`config.mk`:
```
export PLATFORM = sky130hd
export DESIGN_NAME = led_matrix_scanner
export DESIGN_NICKNAME = d
export VERILOG_FILES = /design/src/rtl/led_matrix_scanner.sv
export SDC_FILE = /design/constraint.sdc
export NUM_CORES = 1
export LEC_CHECK = 0
export BUFFER_PORTS_ARGS = -buffer_cell sky130_fd_sc_hd__buf_2
export CORE_MARGIN = 8
export CORE_UTILIZATION = 60
export DETAILED_ROUTE_END_ITERATION = 16
export PLACE_DENSITY = 0.8
export SLEW_MARGIN = 30
export SYNTH_ARGS = -nofsm -noshare
export SYNTH_HDL_FRONTEND = slang
export SYNTH_SLANG_ARGS = --single-unit
```
`constraint.sdc`:
```
create_clock -name clk -period 5.9 [get_ports clk]
set_input_delay 0.295 -clock clk [delete_from_list [all_inputs] [get_ports clk]]
set_output_delay 0.295 -clock clk [all_outputs]
set_load 0.02 [all_outputs]
```
`src/rtl/led_matrix_scanner.sv`:
```
// led_matrix_scanner: scans an N x N switch matrix one column at a time and
//   publishes a whole-frame debounced cell vector, cells[r*N+c] = row r, col c.
// Latency: one frame = N*(SETTLE_CYCLES+1)+1 cycles; an update needs
//   DEBOUNCE_SCANS identical frames and cells_valid pulses the cycle after.
// Backpressure: none; ena=0 aborts a partial frame and parks the scanner in IDLE.
// Ports:
//   clk, rst            system clock, async active-high reset
//   ena                 level-sensitive scan enable
//   rows[N]             async row sense lines (synchronised inside)
//   cols[N], x          one-hot column drive and its index
//   cells[N*N]          debounced matrix, cells_valid pulses on each change
module led_matrix_scanner #(
  parameter int N              = 5,
  parameter int SETTLE_CYCLES  = 4,
  parameter int DEBOUNCE_SCANS = 3
) (
  input  logic               clk,
  input  logic               rst,
  input  logic               ena,
  input  logic [N-1:0]       rows,
  output logic [N-1:0]       cols,
  output logic [$clog2(N):0] x,
  output logic [N*N-1:0]     cells,
  output logic               cells_valid
);

  localparam int XW  = $clog2(N) + 1;
  localparam int SCW = $clog2(SETTLE_CYCLES + 1);
  localparam int DW  = $clog2(DEBOUNCE_SCANS + 1);

  localparam logic [XW-1:0]  X_LAST      = XW'(N - 1);
  localparam logic [SCW-1:0] SETTLE_LAST = SCW'(SETTLE_CYCLES - 1);
  localparam logic [DW-1:0]  STABLE_MAX  = DW'(DEBOUNCE_SCANS);

  if (N < 1 || N > 8) begin : g_bad_n
    $error("led_matrix_scanner: N must be in 1..8");
  end
  if (SETTLE_CYCLES < 2) begin : g_bad_settle
    $error("led_matrix_scanner: SETTLE_CYCLES must be >= 2");
  end
  if (DEBOUNCE_SCANS < 1) begin : g_bad_debounce
    $error("led_matrix_scanner: DEBOUNCE_SCANS must be >= 1");
  end

  typedef enum logic [1:0] {
    IDLE    = 2'd0,
    DRIVE   = 2'd1,
    SAMPLE  = 2'd2,
    COMPARE = 2'd3
  } state_t;

  state_t           state_q, state_d;
  logic [XW-1:0]    x_q, x_d;
  logic [SCW-1:0]   settle_cnt_q, settle_cnt_d;
  logic [DW-1:0]    stable_cnt_q, stable_cnt_d;
  logic [DW-1:0]    stable_nxt;
  logic [N*N-1:0]   frame_q, frame_d;
  logic [N*N-1:0]   prev_frame_q, prev_frame_d;
  logic [N*N-1:0]   cells_q, cells_d;
  logic             cells_valid_q, cells_valid_d;
  logic [N-1:0]     rows_m_q, rows_m_d;
  logic [N-1:0]     rows_s_q, rows_s_d;
  logic             frame_same;

  // State register (all flops share the same async reset)
  always_ff @(posedge clk or posedge rst) begin
    if (rst) begin
      state_q       <= IDLE;
      x_q           <= '0;
      settle_cnt_q  <= '0;
      stable_cnt_q  <= '0;
      frame_q       <= '0;
      prev_frame_q  <= '0;
      cells_q       <= '0;
      cells_valid_q <= 1'b0;
      rows_m_q      <= '0;
      rows_s_q      <= '0;
    end else begin
      state_q       <= state_d;
      x_q           <= x_d;
      settle_cnt_q  <= settle_cnt_d;
      stable_cnt_q  <= stable_cnt_d;
      frame_q       <= frame_d;
      prev_frame_q  <= prev_frame_d;
      cells_q       <= cells_d;
      cells_valid_q <= cells_valid_d;
      rows_m_q      <= rows_m_d;
      rows_s_q      <= rows_s_d;
    end
  end

  // Next-state logic
  always_comb begin
    state_d = state_q;
    unique case (state_q)
      IDLE:    if (ena) state_d = DRIVE;
      DRIVE: begin
        if (!ena)                             state_d = IDLE;
        else if (settle_cnt_q == SETTLE_LAST) state_d = SAMPLE;
      end
      SAMPLE: begin
        if (!ena)                 state_d = IDLE;
        else if (x_q == X_LAST)   state_d = COMPARE;
        else                      state_d = DRIVE;
      end
      COMPARE: state_d = ena ? DRIVE : IDLE;
      default: state_d = IDLE;
    endcase
  end

  // Outputs: a column is driven only while it is settling or being sampled
  always_comb begin
    cols = '0;
    for (int c = 0; c < N; c++) begin
      cols[c] = ((state_q == DRIVE) || (state_q == SAMPLE)) && (x_q == XW'(c));
    end
  end

  assign x           = x_q;
  assign cells       = cells_q;
  assign cells_valid = cells_valid_q;

  // Debounce count after this frame: saturate on a repeat, restart at 1 on change
  assign frame_same = (frame_q == prev_frame_q);
  always_comb begin
    if (!frame_same)                     stable_nxt = DW'(1);
    else if (stable_cnt_q == STABLE_MAX) stable_nxt = stable_cnt_q;
    else                                 stable_nxt = stable_cnt_q + 1'b1;
  end

  // Datapath next values
  always_comb begin
    x_d           = x_q;
    settle_cnt_d  = settle_cnt_q;
    stable_cnt_d  = stable_cnt_q;
    frame_d       = frame_q;
    prev_frame_d  = prev_frame_q;
    cells_d       = cells_q;
    cells_valid_d = 1'b0;
    rows_m_d      = rows;
    rows_s_d      = rows_m_q;

    unique case (state_q)
      IDLE: begin
        x_d          = '0;
        settle_cnt_d = '0;
      end
      DRIVE: begin
        if (!ena) begin
          // Abort: the partial frame is simply overwritten by the next full scan
          x_d          = '0;
          settle_cnt_d = '0;
          stable_cnt_d = '0;
        end else begin
          settle_cnt_d = settle_cnt_q + 1'b1;
        end
      end
      SAMPLE: begin
        settle_cnt_d = '0;
        if (!ena) begin
          x_d          = '0;
          stable_cnt_d = '0;
        end else begin
          for (int r = 0; r < N; r++) begin
            for (int c = 0; c < N; c++) begin
              if (x_q == XW'(c)) frame_d[r*N+c] = rows_s_q[r];
            end
          end
          if (x_q != X_LAST) x_d = x_q + 1'b1;
        end
      end
      COMPARE: begin
        stable_cnt_d = stable_nxt;
        if (!frame_same) prev_frame_d = frame_q;
        // Only a change of the published value is worth a pulse
        if ((stable_nxt == STABLE_MAX) && (frame_q != cells_q)) begin
          cells_d       = frame_q;
          cells_valid_d = 1'b1;
        end
        x_d          = '0;
        settle_cnt_d = '0;
      end
      default: begin
        x_d          = '0;
        settle_cnt_d = '0;
      end
    endcase
  end

endmodule

```
# Word level (Yosys, flattened, before mapping)

Index checks and enable logic that the tools add are counted.
Widths: inputs -> output; s select.

Reductions and logical operators: 23
Shifts and indexed selects: 0
Div/mod/pow operators: 0
Magnitude comparators: 0
Multiplexer cells: 19
Bitwise gates (word level): 1
Multipliers: 0
Eq/ne operators: 18
Add/subtract/negate cells: 3

Operators by type and width:

| cell                | count |
|---|---|
| $eq 25x25->1        | 1 |
| $ne 25x25->1        | 1 |
| $mux 2              | 8 |
| $reduce_and 3->1    | 5 |
| $mux 4              | 3 |
| $pmux 4 s3          | 1 |
| $reduce_and 2->1    | 5 |
| $eq 2x2->1 const B  | 4 |
| $eq 4x2->1 const B  | 2 |
| $pmux 2 s4          | 1 |
| $logic_and 1x1->1   | 6 |
| $ne 2x2->1 const B  | 3 |
| $pmux 3 s2          | 1 |
| $add 4x1->4 const B | 1 |
| $eq 4x1->1 const B  | 1 |
| $eq 4x3->1 const B  | 1 |
| $logic_not 4->1     | 1 |
| $ne 4x3->1 const B  | 1 |
| $pmux 2 s2          | 1 |
| $reduce_or 2->1     | 2 |
| $add 3x1->3 const B | 1 |
| $eq 3x2->1 const B  | 1 |
| $mux 1              | 3 |
| $mux 3              | 1 |
| 9 further kinds     | 9 |

Logic and storage cells: 78
Memories kept: 0
Register bits: 97
Memory bits (read-only): 0
Bits in writable memories: 0
Bits in latches: 0
Output and inout bits: 35

# Logic depth before layout (Yosys ltp)

Depth in word-level cells: 7
Gate-level depth with buffers: 8
Gate-level depth less buffers: 7

# Worst setup path before layout

OpenSTA, ideal clock, no wires.

Path kind: reg2reg
Start point: reg cells_q[4], in the netlist cells[4]
End point: reg cells_q[0], in the netlist cells[0]
Arrival time: 1.907 ns
Stages on the path, launching flop included: 7
Path slack: 3.868 ns
Setup time: 0.125 ns
Period minus slack after synthesis: 2.032 ns
Required time: 5.775 ns
Cell sequence: dfrtp_1 > xor2_1 > nor4_1 > nand4_1 > o211ai_4 > buf_12 > mux2_4

Cells in the longest elaborated chain, start to end: 3

RTL lines:

| what                       | RTL line | text |
|---|---|---|
| start: declaration         | 59       | `logic [N*N-1:0] cells_q, cells_d;` |
| start signal: assignment   | 85       | `cells_q <= cells_d;` |
| $ne 25x25->1               | 176      | `if ((stable_nxt == STABLE_MAX) && (frame_q != cells_q)) begin` |
| $logic_and 1x1->1          | 176      |  |
| $reduce_and 2->1 (no line) | -        |  |

No other way between the ends.
A chain may end at the register's enable or synchronous reset.

# Final worst setup path

Start point: reg frame_q[11]
End point: reg prev_frame_q[24]

Cells in the longest elaborated chain, start to end: 3

RTL lines:

| what                       | RTL line | text |
|---|---|---|
| start: declaration         | 57       | `logic [N*N-1:0] frame_q, frame_d;` |
| start signal: assignment   | 83       | `frame_q <= frame_d;` |
| $eq 25x25->1               | 124      | `assign frame_same = (frame_q == prev_frame_q);` |
| $not 1->1 (no line)        | -        |  |
| $reduce_and 2->1 (no line) | -        |  |
| end signal: assignment     | 84       | `prev_frame_q <= prev_frame_d;` |
| end: declaration           | 58       | `logic [N*N-1:0] prev_frame_q, prev_frame_d;` |

No other way between the ends.

==> reports/summary.md <==
Once detail routing completed, the nets flagged for antenna violations numbered 0. TritonCTS built the clock tree. In this run the tool buffered the top-level ports with 42 buffer cells.

The run gives 0 as the initial antenna violation count. Entering global routing, the biggest net connects 55 pins. Setup repair after global routing left no endpoint under its margin. In the final layout, the share of cells above drive strength 1 is 35.34%.

The run gives 2,960 as the via count of the first global-routing pass. Relative to the synthesized area, the layout overhead comes to 10.82%. The run gives 6809 um as the placed wire-length estimate.

The die is 103.9 um tall. The leakage power is 2.949 nW, and the number of stages on the worst setup path is 6. The worst vdd rail ir drop is 161.0 uV, and the transition time of the tightest slew-check pin is 0.6506 ns.

The later pin in the worst-skew pair is clocked with a latency of 0.36 ns. The count of distinct cell types in the synthesized netlist is 35. Setup violations remaining at the end of the flow were counted as 0. For the number of cells produced by synthesis, the log shows 342. The Yosys step of the flow raised 0 warnings. The tools report the post-CTS setup buffer count as 0.

The largest individual stage delay along the critical path comes from the cell sky130_fd_sc_hd__o21ai_4. The placed instances occupy a cell area of 4941 um2. Element type at the critical path start: a register. The detailed router placed 2,799 vias in this run.

Area of the die: 10,800 um2. Based on the critical path, the design can be clocked at up to 382.2 MHz. The first detailed-routing pass took 4 iterations. For the number of hold violations in the final report, the log shows 0.

The flow ran to the end, and the final reports show no timing, DRC or antenna violations. Library cell used as clock root buffer: sky130_fd_sc_hd__clkbuf_8. In the final timing run, aggregate negative setup slack is 0 ns.

43 I/O pins were placed. The total power per unit cell area was 242.5 nW/um2. The post-route DRC violation count is 0, and the synthesis-stage register bit count is 97. Data on the critical path arrives at its endpoint at 2.87 ns. The critical path is of the reg -> reg type. Max-cap violations in this run came to 0.

Depth of the most critical reg-to-reg path: 6. The finished cells cover 5139 um2. The post-synth net total was 361; the total clock sinks was 97.

The cell family contributing the most delay on the critical path was simple AND/OR/NAND/NOR gates. The critical path goes through xnor2_1 > nand4_1 > or3_4 > o21ai_4 > buf_8 > mux2_2. Averaged over all synthesized cells, the footprint is 13.56 um2. The max-slew violation total from the final report came out at 0. For the total wire length after detailed routing, the log shows 9417 um. The worst path uses 44.35% of the clock period.

The global route total overflow came out at 0. The clock passes through at most 2 buffers. After detailed routing, the average wire length per cell comes to 18.80 um. Sequential cells were found to cover 52.35% of the synthesized design area. The maximum cell stage delay along the critical path is 0.52 ns, and the required time at the worst-slack endpoint is 6.15 ns. The per-cell via count in the routed design is 5.587. The run gives 15,460 um as the first-pass GRT wire length. Of all nets on the critical path, the largest fanout is 13.

The number of buffers and inverters on the critical path was 1. The congestion estimate from routability-driven global placement came to 0.8257. The tools report the number of DRC markers in iteration 0 as 112.

The worst hold path belongs to the class in -> reg. The tools report the effective utilization at floorplan as 60.95%. Cell area after technology mapping: 4637 um2. The clock transition time at the flip-flop clock pins of the worst setup and hold paths is 0.09 ns, and the number of levels the H-tree was split into is 3. The core region is 7607 um2.

The net total in the final layout is 413, and the global-route usage over all layers is 18.02%. The tools report the count of standard-cell rows as 32. Between clock sinks in the finished design, the worst skew comes to 0.008216 ns.

The number of buffers inserted during clock tree synthesis was 9. The tools report the endpoint kind of the worst setup timing path as a register. For the finished layout, the period the worst path requires is 2.617 ns. In this run the horizontal extent of the chip is 103.9 um. The worst max-slew margin expressed relative to the limit is 56.39%, and the cell depth of the worst min-delay path is 1.

The number of antenna diodes in the final layout is 0.
## registers in the layout, summed over array words and instances (netlist names), 3 cells and up
name / flops
cells: 25
prev_frame_q: 25
rows_s_q: 5
settle_cnt_q: 3
frame_q: 25
rows_m_q: 5
x: 4
## through the flow
| stage | power, mW | setup slack [ns] | utilization [%] | std cells | hold slack [ns] |
|---|---|---|---|---|---|
| 2_1_floorplan | 0.8210 | 3.071 | - | 342 | 0.3264 |
| 4_1_cts | 1.256 | 3.267 | 67.48 | 501 | 0.02309 |
| 3_5_place_dp | 0.8595 | 3.294 | 64.95 | 484 | 0.3347 |
| 5_1_grt | 1.307 | 3.180 | 67.55 | 501 | 0.01684 |
| 6_report | 1.246 | 3.283 | 67.55 | 501 | 0.03592 |
| 3_3_place_gp | 0.8541 | 3.081 | 64.36 | 481 | 0.3328 |
## path summary, 6_finish.rpt
| path | from | end | slack [ns] |
|---|---|---|---|
| setup / recovery | frame_q[11] | prev_frame_q[24] | 3.28 |
| hold / removal | rows[3] | rows_m_q[3] | 0.04 |
| setup reg to reg | frame_q[11] | prev_frame_q[24] | 3.28 |
| hold reg to reg | rows_m_q[1] | rows_s_q[1] | 0.35 |
| max in group asynchronous | rst | stable_cnt_q[0] | 4.31 |
| min in group asynchronous | rst | frame_q[11] | 0.53 |
## routing by layer
metal | vias to the layer above | track usage (%) | wire length (um)
met5 | - | 0 | 0
met1 | 1412 | 23.49 | 4323
li1 | 1296 | - | -
met3 | 13 | 4.337 | 414
met4 | 0 | 7.135 | 197
met2 | 78 | 28.32 | 4481
## power by group
part / internal (mW) / switching (mW)
sequential: 0.680 / 0.0200
combinational: 0.0548 / 0.0943
clock: 0.177 / 0.220
## logic make-up (layout without fill, tap and decap cells)
family,after synthesis,in the layout,share of synthesized area (%)
flip-flops,97,97,52.35
AND/OR/NAND/NOR,78,78,9.040
multiplexers,71,71,20.45
XOR/XNOR,50,50,9.444
AO/OA/AOI/OAI,19,19,3.022
buffers and inverters,16,73,2.725
adder cells (fa/ha/maj),11,11,2.968
## area by class of cell
| cell class | instances | area (um2) |
|---|---|---|
| Clock buffer | 12 | 155.1 |
| Clock inverter | 4 | 27.53 |
| Fill cell | 556 | 2469 |
| Inverter | 10 | 40.04 |
| Multi-Input combinational cell | 229 | 2088 |
| Sequential cell | 97 | 2427 |
| Tap cell | 102 | 127.6 |
| Timing Repair Buffer | 47 | 272.8 |
## cells in the mapped netlist
cell                        n  area [um2]
sky130_fd_sc_hd__o211ai_4   1       21.27
sky130_fd_sc_hd__nand2_1   29       108.9
sky130_fd_sc_hd__or4_1      1       7.510
sky130_fd_sc_hd__nor4_1     6       37.54
sky130_fd_sc_hd__o41ai_1    1       8.760
sky130_fd_sc_hd__dfrtp_1   97        2427
sky130_fd_sc_hd__or3_4      1       11.26
sky130_fd_sc_hd__a311o_1    1       10.01
sky130_fd_sc_hd__nand4_2    1       12.51
sky130_fd_sc_hd__and3_1     5       31.28
sky130_fd_sc_hd__or3_1      2       12.51
sky130_fd_sc_hd__o21ai_0    4       20.02
sky130_fd_sc_hd__mux2_4    40       600.6
sky130_fd_sc_hd__xor2_1    39       341.6
sky130_fd_sc_hd__nand3_1    5       25.02
sky130_fd_sc_hd__o21ai_4    1       16.27
sky130_fd_sc_hd__a22oi_1    1       7.510
sky130_fd_sc_hd__buf_12     4       80.08
sky130_fd_sc_hd__and4_1     1       8.760
sky130_fd_sc_hd__o22ai_1    3       18.77
sky130_fd_sc_hd__nand2b_1   1       6.260
sky130_fd_sc_hd__inv_1     10       37.54
sky130_fd_sc_hd__xnor2_1   11       96.34
sky130_fd_sc_hd__mux2i_1    1       10.01
sky130_fd_sc_hd__nor3_1     5       25.02
sky130_fd_sc_hd__clkbuf_1   1       3.750
sky130_fd_sc_hd__mux2_2    30       337.8
sky130_fd_sc_hd__ha_1      11       137.6
sky130_fd_sc_hd__buf_2      1       5.000
sky130_fd_sc_hd__nor3b_1    1       7.510
sky130_fd_sc_hd__a31oi_1    2       12.51
sky130_fd_sc_hd__nor2_1    10       37.54
sky130_fd_sc_hd__nor4_2     4       50.05
sky130_fd_sc_hd__nand4_1    6       37.54
sky130_fd_sc_hd__a21oi_1    5       25.02
## placed cells by master, fill, tap and decap left out, drive strengths merged
cell	instances
clkbuf	12
xnor2	11
o41ai	1
nor4	10
or3	3
dfrtp	97
and4	1
o211ai	1
o21ai	5
mux2i	1
mux2	70
and3	5
buf	46
o22ai	3
nand2	29
nor3	5
nor2	10
dlygate4sd3	1
a22oi	1
clkinv	4
a31oi	2
a21oi	5
xor2	39
inv	10
or4	1
ha	11
nand3	5
nand2b	1
nand4	7
nor3b	1
a311o	1
## what timing repair did
| item | 4_1_cts | 5_1_grt |
|---|---|---|
| hold buffers | 1 | 0 |
| resized for setup | 0 | 0 |
| hold endpoints to repair | 7 | 0 |
| setup endpoints to repair | 0 | 0 |
Note: power is estimated with default switching activity, not from simulation.
